[config.mk]
export PLATFORM = sky130hd
export DESIGN_NAME = gr_wb_arbiter
export DESIGN_NICKNAME = d
export VERILOG_FILES = /design/src/rtl/gr_wb_arbiter.sv
export SDC_FILE = /design/constraint.sdc
export NUM_CORES = 1
export LEC_CHECK = 0
export ABC_AREA = 1
export BUFFER_PORTS_ARGS = -buffer_cell sky130_fd_sc_hd__buf_2
export CORE_MARGIN = 1
export CORE_UTILIZATION = 45
export CTS_BUF_LIST = sky130_fd_sc_hd__clkbuf_8
export CTS_CLUSTER_SIZE = 10
export DETAILED_ROUTE_END_ITERATION = 10
export PLACE_DENSITY_LB_ADDON = 0.12
export SLEW_MARGIN = 20
export SYNTH_ARGS = -nofsm -noshare
export SYNTH_HDL_FRONTEND = slang
export SYNTH_SLANG_ARGS = --single-unit
[constraint.sdc]
create_clock -name clk -period 4.2 [get_ports clk]
set_clock_uncertainty 0.2 [all_clocks]
set_input_delay 0.63 -clock clk [delete_from_list [all_inputs] [get_ports clk]]
set_output_delay 0.63 -clock clk [all_outputs]
set_load 0.05 [all_outputs]
[src/rtl/gr_wb_arbiter.sv]
// gr_wb_arbiter: register-file writeback arbiter for one ALU port and one
// long-latency port. Long results wait in a 2-entry FIFO, and the ALU has
// priority. A starvation counter raises alu_hold so the pipeline can leave a
// writeback bubble. A busy-bit scoreboard tracks outstanding long-latency
// destinations.
//
// Long-result handshake: a result transfers on a rising edge where
// lng_valid && lng_ready. The source holds lng_waddr/lng_wdata stable until
// that edge. lng_ready depends only on reset and FIFO occupancy, never on
// lng_valid or on a same-cycle pop.
module gr_wb_arbiter #(
  parameter int STARVE_LIM = 3
) (
  input  logic        clk,
  input  logic        rst,
  input  logic        alu_we,
  input  logic [4:0]  alu_waddr,
  input  logic [31:0] alu_wdata,
  input  logic        lng_valid,
  output logic        lng_ready,
  input  logic [4:0]  lng_waddr,
  input  logic [31:0] lng_wdata,
  output logic        rf_we,
  output logic [4:0]  rf_waddr,
  output logic [31:0] rf_wdata,
  output logic        alu_hold,
  input  logic        sb_set_valid,
  input  logic [4:0]  sb_set_addr,
  input  logic [4:0]  sb_raddr1,
  input  logic [4:0]  sb_raddr2,
  input  logic [4:0]  sb_raddr3,
  output logic        sb_busy1,
  output logic        sb_busy2,
  output logic        sb_busy3,
  output logic        sb_err
);

  localparam int CW = (STARVE_LIM < 1) ? 1 : $clog2(STARVE_LIM + 1);
  localparam logic [CW-1:0] LIM = CW'(STARVE_LIM);

  // FIFO storage and pointers
  logic [4:0]    fifo_addr [2];
  logic [31:0]   fifo_data [2];
  logic          rd_ptr;
  logic          wr_ptr;
  logic [1:0]    count;

  logic          alu_win;
  logic          push;
  logic          pop;
  logic          rf_from_lng;
  logic [CW-1:0] starve;

  logic [31:1]   busy;
  logic [31:0]   busy_vec;
  logic [31:0]   busy_nxt;
  logic          sb_set;
  logic          sb_clr;

  assign lng_ready = !rst && (count != 2'd2);
  assign alu_win   = alu_we && (alu_waddr != 5'd0);
  // Results for r0 are accepted off the port but never queued.
  assign push      = lng_valid && lng_ready && (lng_waddr != 5'd0);
  // Pop is based on the pre-edge count, so a push into an empty FIFO is not
  // popped on the same edge.
  assign pop       = !alu_win && (count != 2'd0);
  assign alu_hold  = (starve == LIM);

  // FIFO push/pop and occupancy tracking
  always_ff @(posedge clk) begin
    if (rst) begin
      rd_ptr <= 1'b0;
      wr_ptr <= 1'b0;
      count  <= 2'd0;
    end else begin
      if (push) begin
        fifo_addr[wr_ptr] <= lng_waddr;
        fifo_data[wr_ptr] <= lng_wdata;
        wr_ptr            <= ~wr_ptr;
      end
      if (pop) begin
        rd_ptr <= ~rd_ptr;
      end
      case ({push, pop})
        2'b10:   count <= count + 2'd1;
        2'b01:   count <= count - 2'd1;
        default: count <= count;
      endcase
    end
  end

  // Registered writeback port: ALU first, then FIFO head, else idle
  always_ff @(posedge clk) begin
    if (rst) begin
      rf_we       <= 1'b0;
      rf_waddr    <= 5'd0;
      rf_wdata    <= 32'd0;
      rf_from_lng <= 1'b0;
    end else if (alu_win) begin
      rf_we       <= 1'b1;
      rf_waddr    <= alu_waddr;
      rf_wdata    <= alu_wdata;
      rf_from_lng <= 1'b0;
    end else if (pop) begin
      rf_we       <= 1'b1;
      rf_waddr    <= fifo_addr[rd_ptr];
      rf_wdata    <= fifo_data[rd_ptr];
      rf_from_lng <= 1'b1;
    end else begin
      rf_we       <= 1'b0;
      rf_from_lng <= 1'b0;
    end
  end

  // Starvation counter: counts ALU wins over a waiting head, saturating
  always_ff @(posedge clk) begin
    if (rst || (count == 2'd0) || pop) begin
      starve <= '0;
    end else if (alu_win && (starve != LIM)) begin
      starve <= starve + 1'b1;
    end
  end

  // Busy bits drop on the edge that commits the long write, so a reader sees
  // the new register value in the same cycle busy reads 0.
  assign sb_set   = sb_set_valid && (sb_set_addr != 5'd0);
  assign sb_clr   = rf_we && rf_from_lng;
  assign busy_vec = {busy, 1'b0};

  // Next busy vector: clear applied first so a same-edge set wins
  always_comb begin
    busy_nxt = busy_vec;
    if (sb_clr) begin
      busy_nxt[rf_waddr] = 1'b0;
    end
    if (sb_set) begin
      busy_nxt[sb_set_addr] = 1'b1;
    end
    busy_nxt[0] = 1'b0;
  end

  // Scoreboard state and sticky double-set error
  always_ff @(posedge clk) begin
    if (rst) begin
      busy   <= '0;
      sb_err <= 1'b0;
    end else begin
      busy <= busy_nxt[31:1];
      if (sb_set && busy_vec[sb_set_addr] &&
          !(sb_clr && (rf_waddr == sb_set_addr))) begin
        sb_err <= 1'b1;
      end
    end
  end

  assign sb_busy1 = busy_vec[sb_raddr1];
  assign sb_busy2 = busy_vec[sb_raddr2];
  assign sb_busy3 = busy_vec[sb_raddr3];

endmodule

==> impl_metrics.env, run 1 <==
export IMPL_status="complete, no violations"
export IMPL_ir_worst_vdd_v=0.000298
export IMPL_syn_avg_cell_area_um2=8.41
export IMPL_cts_setup_buffers=0
export IMPL_crit_fanout=20
export IMPL_yosysTopAreaCell="edfxtp_1"
export IMPL_timing_rr_end="fifo_data[1][17]"
export IMPL_crit_arrival_ns=2.05
export IMPL_syn_area_um2=7170
export IMPL_layout_commonest_cell="nand2_1"
export IMPL_gp_congestion=0.931
export IMPL_max_cap_violations=0
export IMPL_drv_slew=0
export IMPL_maxSlewHeadroom_pct=47.9
export IMPL_mostFrequentLayoutCells="nand2_1 (249), buf_2 (142), dfxtp_1 (77)"
export IMPL_powerDensity_nw_per_um2=420
export IMPL_finalSetupViolCount=0
export IMPL_place_area_um2=8010
export IMPL_drt_first_pass_iters=5
export IMPL_start_util_pct=46.6
export IMPL_ys_types=33
export IMPL_diodes=0
export IMPL_fin_tns_setup_ns=0
export IMPL_synth_seq_cells=152
export IMPL_grt_first_pass_wirelength_um=31000
export IMPL_ys_warn_count=0
export IMPL_critPathRequiredTime_ns=3.37
export IMPL_p_total_w=0.00354
export IMPL_drc=0
export IMPL_cts_buffer_depth=2
export IMPL_hp_class="in2reg"
export IMPL_nets=1079
export IMPL_wl_um=19700
export IMPL_start_kind="primary input"
export IMPL_hp_start="lng_wdata[16]"
export IMPL_ctsHoldBuffers=0
export IMPL_p_leak_nw=3.40
export IMPL_clk_pin_slew_ns=0.09
export IMPL_rr_worst_depth=7
export IMPL_tightest_slew_ns=0.778
export IMPL_cts_sinks=152
export IMPL_dieWidth_um=128
export IMPL_fillers=1503
export IMPL_crit_chain="buf_2 > inv_1 > a21oi_1 > o21ai_0 > nand3_1 > nand3_1 > a21o_1 > nand2_1 > buf_2"
export IMPL_worst_slack_ns=1.32
export IMPL_core_um2=15400
export IMPL_hold_violations=0
export IMPL_std_cell_rows=45
export IMPL_antenna_found_initial=1
export IMPL_wl_per_cell_um=16.4
export IMPL_ctsResizeCount=0
export IMPL_hold_slack_ns=0.154
export IMPL_worstSkewPairLatency_ns=0.46
export IMPL_clock_root_buffer="clkbuf_8"
export IMPL_area_delta_synth_final_pct=17.5
export IMPL_cts_tree="done"
export IMPL_routed_via_count=6398
export IMPL_synthCells=852
export IMPL_drive_above_1_share_pct=22.0
export IMPL_syn_nets=953
export IMPL_r2r_setup_slack_ns=1.80
export IMPL_grt_ovfl_total=0
export IMPL_io_buffers=142
export IMPL_worstSetupPathType="in2out"
export IMPL_avgViaCountPerCell=5.32
export IMPL_grt_pass1_vias=5890
export IMPL_synth_top_area_share_pct=31.0
export IMPL_dp_hpwl_um=13600
export IMPL_cts_made_buffers=17
export IMPL_die_h_um=128
export IMPL_critPathSlowestCell="buf_2"
export IMPL_min_period_ns=2.88
export IMPL_ios=143
export IMPL_period_share_pct=68.6
export IMPL_rsz0062_at_grt="false"
export IMPL_grt_util_all_layers_pct=24.8
export IMPL_die_area_um2=16400
export IMPL_ys_top_cells_by_area="edfxtp_1 (31%), dfxtp_1 (22%), nand2_1 (13%)"
export IMPL_holdPathStages=1
export IMPL_crit_start="sb_raddr1[0]"
export IMPL_grt_max_degree=57
export IMPL_htreeDepth=4
export IMPL_r2r_start="count[0]"
export IMPL_worst_setup_path_end_kind="primary output"
export IMPL_hold_end="fifo_data[1][16]"
export IMPL_final_cell_area_um2=8420
export IMPL_timing_fmax_ghz=0.347
export IMPL_drtIter0Drc=377
export IMPL_yosysSeqAreaShare_pct=52.8
export IMPL_slowest_delay_ns=0.28
export IMPL_place_ws_ns=1.21
export IMPL_drtAntennaViolNets=0
[critical path: cells and delay by family]
family	cells	cell delay, ns
compound gates	3	0.43
buf+inv	3	0.78
simple gates	3	0.20
[worst max path at each step]
stage,end,slack (ns)
floorplan,fifo_addr[1][0],0.19
global placement,count[1],1.30
detailed placement,count[1],1.21
CTS,sb_busy1,1.34
global route,sb_busy1,1.14
finish,sb_busy1,1.32
[cells in the mapped netlist]
cell / number
o22ai_1: 4
a31oi_1: 14
inv_4: 1
a21oi_1: 66
a22oi_1: 1
o21ai_1: 18
nor2_1: 39
nand3_1: 65
nor3_1: 3
edfxtp_1: 74
buf_4: 2
a22o_1: 6
o211ai_1: 23
a21oi_2: 1
dfxtp_1: 78
inv_1: 40
nor3_4: 2
a21o_1: 1
o21ai_0: 69
a211oi_1: 1
o21bai_1: 2
ha_1: 2
nand2_2: 4
buf_2: 26
xor2_1: 2
clkbuf_1: 9
buf_1: 3
inv_2: 10
mux2i_1: 17
nor3b_1: 1
nand2_1: 249
or2_2: 10
nor3_2: 9
[through the flow]
| step | utilization (%) | instances |
|---|---|---|
| 6_report | 54.8 | 1202 |
| 5_1_grt | 54.8 | 1202 |
| 4_1_cts | 54.8 | 1202 |
| 3_5_place_dp | 52.1 | 1170 |
| 3_3_place_gp | 52.1 | 1170 |
| 2_1_floorplan | - | 852 |
[state kept, by name, indices dropped and copies added (netlist names), named ones only]
| signal | count |
|---|---|
| fifo_data | 64 |
| rf_wdata | 32 |
| busy | 31 |
| fifo_addr | 10 |
| rf_waddr | 5 |
| count | 2 |
| starve | 2 |
| rd_ptr | 1 |
| rf_from_lng | 1 |
| rf_we | 1 |
| sb_err | 1 |
| wr_ptr | 1 |
[cell type report]
class	instances	area, um2	area share [%]
Multi-Input combinational cell	609	3020	35.8
Clock buffer	17	234	2.78
Clock inverter	15	180	2.14
Sequential cell	152	3780	44.9
Inverter	51	194	2.30
Tap cell	211	264	3.13
Timing Repair Buffer	147	748	8.88
[power by group]
group,internal (W),switching [W],total [W]
Clock,0.000589,0.000562,0.00115
Sequential,0.00165,0.0000533,0.00170
Combinational,0.000188,0.000500,0.000688
[cells by family after synthesis]
group,after synthesis,synth area share [%]
AND/OR/NAND/NOR,382,22.9
buffers and inverters,91,5.36
flip-flops,152,52.8
AO/OA/AOI/OAI,206,16.0
adder cells (fa/ha/maj),2,0.349
multiplexers,17,2.37
XOR/XNOR,2,0.244
[per-layer routing]
| layer | track usage [%] | share of wire (%) |
|---|---|---|
| met4 | 10.7 | 2.7 |
| met1 | 31.7 | 43 |
| met5 | 0 | 0.056 |
| met3 | 4.88 | 5.8 |
| met2 | 40.9 | 48 |
(Power assumes the default switching activity.)
==> inputs of run 2 (changes only) <==
--- a/config.mk
+++ b/config.mk
@@ -5,7 +5,7 @@
 export SDC_FILE = /design/constraint.sdc
 export NUM_CORES = 1
 export LEC_CHECK = 0
-export ABC_AREA = 1
+export ABC_AREA = 0
 export BUFFER_PORTS_ARGS = -buffer_cell sky130_fd_sc_hd__buf_2
 export CORE_MARGIN = 1
 export CORE_UTILIZATION = 45
==> constraint.sdc (replaced) <==
create_clock -name clk -period 2.9 [get_ports clk]
set_clock_uncertainty 0.2 [all_clocks]
set_input_delay 0.435 -clock clk [delete_from_list [all_inputs] [get_ports clk]]
set_output_delay 0.435 -clock clk [all_outputs]
set_load 0.05 [all_outputs]
==> run 2 against run 1 <==
Effect of this change:
- combinational power grew to 2.8 times the previous value
- count of clock-buffer cells in the layout stayed put
- critical path depth is 5 lower
- synthesized area is 3.2% lower
- critical endpoint unchanged
- highest routed layer is now met4
==> impl_metrics.env, run 2 <==
export IMPL_grt_ovfl_total=0
export IMPL_cts_sinks=152
export IMPL_wl_per_cell_um=18.1
export IMPL_mostFrequentLayoutCells="buf_2 (139), nor2_1 (89), edfxtp_1 (74)"
export IMPL_netSwitchingPower_w=0.00223
export IMPL_gr_usage_met1_pct=27.5
export IMPL_yosysSeqAreaShare_pct=54.5
export IMPL_drc=0
export IMPL_synth_fa_ha_area_share_pct=0.361
export IMPL_ys_types=40
export IMPL_start_util_pct=45.8
export IMPL_routed_via_count=5697
export IMPL_synth_simple_area_share_pct=10.1
export IMPL_syn_avg_cell_area_um2=11.2
export IMPL_p_sw_share_pct=36.2
export IMPL_clk_pin_slew_ns=0.08
export IMPL_p_total_w=0.00617
export IMPL_clock_root_buffer="clkbuf_8"
export IMPL_clkPwrFrac_pct=25.4
export IMPL_period_share_pct=98.3
export IMPL_ir_worst_vdd_v=0.000436
export IMPL_comb_power_share_pct=31.8
export IMPL_synthFlopType="dfxtp_1"
export IMPL_cts_buffer_depth=2
export IMPL_io_buffers=142
export IMPL_synth_commonest_cells="nor2_1 (91), dfxtp_1 (78), edfxtp_1 (74)"
export IMPL_antenna_found_initial=0
export IMPL_worstSkewPairLatency_ns=0.45
export IMPL_synth_top_family_by_area="multiplexers"
export IMPL_gp_congestion=0.931
export IMPL_synth_seq_cells=152
export IMPL_synthCells=621
export IMPL_crit_chain="mux4_2 > mux4_2 > mux2_4 > buf_8"
export IMPL_p_leak_nw=3.27
export IMPL_r2r_setup_slack_ns=0.75
export IMPL_avgViaCountPerCell=5.65
export IMPL_drt_first_pass_iters=6
export IMPL_hp_class="in2reg"
export IMPL_largest_reg_flops=64
export IMPL_layout_commonest_cell="buf_2"
export IMPL_synth_xor_area_share_pct=1.01
export IMPL_core_um2=15100
export IMPL_max_cap_violations=0
export IMPL_die_h_um=126
export IMPL_crit_arrival_ns=2.22
export IMPL_yosysMostFrequentCell="nor2_1"
export IMPL_cts_tree="done"
export IMPL_regMostFlops="fifo_data"
export IMPL_powerDensity_nw_per_um2=691
export IMPL_grt_pass1_vias=5605
export IMPL_critPathRequiredTime_ns=2.27
export IMPL_grt_busiest_layer="met2"
export IMPL_ys_warn_count=0
export IMPL_p_int_w=0.00394
export IMPL_final_cell_area_um2=8930
export IMPL_worst_setup_path_end_kind="primary output"
export IMPL_std_cell_rows=45
export IMPL_largest_registers="fifo_data x64, rf_wdata x32, busy x31"
export IMPL_die_area_um2=15900
export IMPL_drtIter0Drc=357
export IMPL_syn_area_um2=6940
export IMPL_use_met3_pct=5.95
export IMPL_place_area_um2=7780
export IMPL_drtAntennaViolNets=0
export IMPL_path_buf_inv=1
export IMPL_htreeDepth=4
export IMPL_wl_um=18300
export IMPL_ios=143
export IMPL_status="complete, no violations"
export IMPL_synth_mux_area_share_pct=17.5
export IMPL_start_kind="flop"
export IMPL_crit_fanout=5
export IMPL_timing_fmax_ghz=0.351
export IMPL_dieWidth_um=126
export IMPL_drive_above_1_share_pct=30.1
export IMPL_slowest_delay_ns=0.48
export IMPL_drv_slew=0
export IMPL_grt_first_pass_wirelength_um=28400
export IMPL_nets=909
export IMPL_synthArstFlopShare_pct=0
export IMPL_finalSetupViolCount=0
export IMPL_synth_edff_count=74
export IMPL_worstSetupPathType="reg2out"
export IMPL_yosysTopAreaCell="edfxtp_1"
export IMPL_crit_family="multiplexers"
export IMPL_cts_made_buffers=17
export IMPL_tightest_slew_ns=0.842
export IMPL_synth_top_area_share_pct=32.0
export IMPL_fillers=1280
export IMPL_ys_top_cells_by_area="edfxtp_1 (32%), dfxtp_1 (23%), mux4_2 (9.7%)"
export IMPL_fin_tns_setup_ns=0
export IMPL_crit_path_frequent_cell="mux4_2"
export IMPL_grt_max_degree=79
export IMPL_hold_violations=0
export IMPL_grt_util_all_layers_pct=23.4
export IMPL_syn_nets=722
export IMPL_gr_usage_met2_pct=40.8
export IMPL_area_delta_synth_final_pct=28.7
export IMPL_synth_compound_area_share_pct=13.4
export IMPL_rsz0062_at_grt="true"
export IMPL_power_frac_seq_pct=42.7
export IMPL_maxSlewHeadroom_pct=43.9
export IMPL_diodes=0
export IMPL_min_period_ns=2.85
export IMPL_critPathSlowestCell="mux4_2"
export IMPL_dp_hpwl_um=12000
==> run 2: kinds of logic after synthesis <==
| group | Yosys count |
|---|---|
| multiplexers | 83 |
| AND/OR/NAND/NOR | 166 |
| XOR/XNOR | 8 |
| flip-flops | 152 |
| adder cells (fa/ha/maj) | 2 |
| AO/OA/AOI/OAI | 159 |
| buffers and inverters | 51 |
==> run 2: worst reg2reg max path: stages, from the launching register on <==
cell and delay (ns):
dfxtp_1 0.42, inv_1 0.08, a21oi_2 0.16, o211ai_1 0.11
buf_4 0.17, nor2_4 0.46, buf_16 0.24
==> run 2: final timing paths <==
path,endpoint,start,cells after the start
hold / removal,rf_wdata[6],alu_wdata[6],3
hold reg to reg,busy[11],busy[11],2
setup reg to reg,fifo_data[0][19],count[0],6
setup / recovery,sb_busy1,busy[31],4
==> run 2: timing repair <==
action                                  in CTS  in global routing
resized for setup                           21                 11
setup buffers                                0                  0
hold buffers                                64                  0
gates cloned                                 0                  0
hold endpoints to repair                   101                  0
endpoints found under the setup margin       3                  3
==> run 2: cell type report <==
type                    count  area, um2  share of cell area [%]
flip-flops and latches    152       3810                    42.7
multi-input cells         418       2970                    33.3
repair buffers            214       1500                    16.8
well taps                 188        235                    2.64
clock buffers              17        234                    2.62
clock inverters            15        156                    1.75
inverters                   5       18.8                   0.210
==> run 2: stage by stage <==
step | util (%) | hold WS, ns | setup WS [ns] | cells
after floorplan | - | 0.279 | 0.184 | 621
after CTS | 58.4 | 0.000580 | 0.000403 | 1007
after global routing | 58.9 | 0.00880 | -0.0340 | 1009
after detailed placement | 51.4 | 0.313 | 0.0759 | 911
final | 58.9 | 0.0240 | 0.0498 | 1009
after global placement | 51.4 | 0.305 | 0.135 | 911
==> run 2: routing by layer <==
layer  wire length (um)  share of wire, %
met1               7560                41
met2               9370                51
met3                973               5.3
met4                364               2.0
met5                  0                 0
==> run 2: power by group through the flow <==
stage	clock, W	combinational (W)	sequential, W
final	0.00157	0.00196	0.00264
after global routing	0.00169	0.00214	0.00266
after CTS	0.00161	0.00195	0.00264
after detailed placement	0	0.00188	0.00268
after global placement	0	0.00183	0.00268
after floorplan	0	0.00110	0.00299
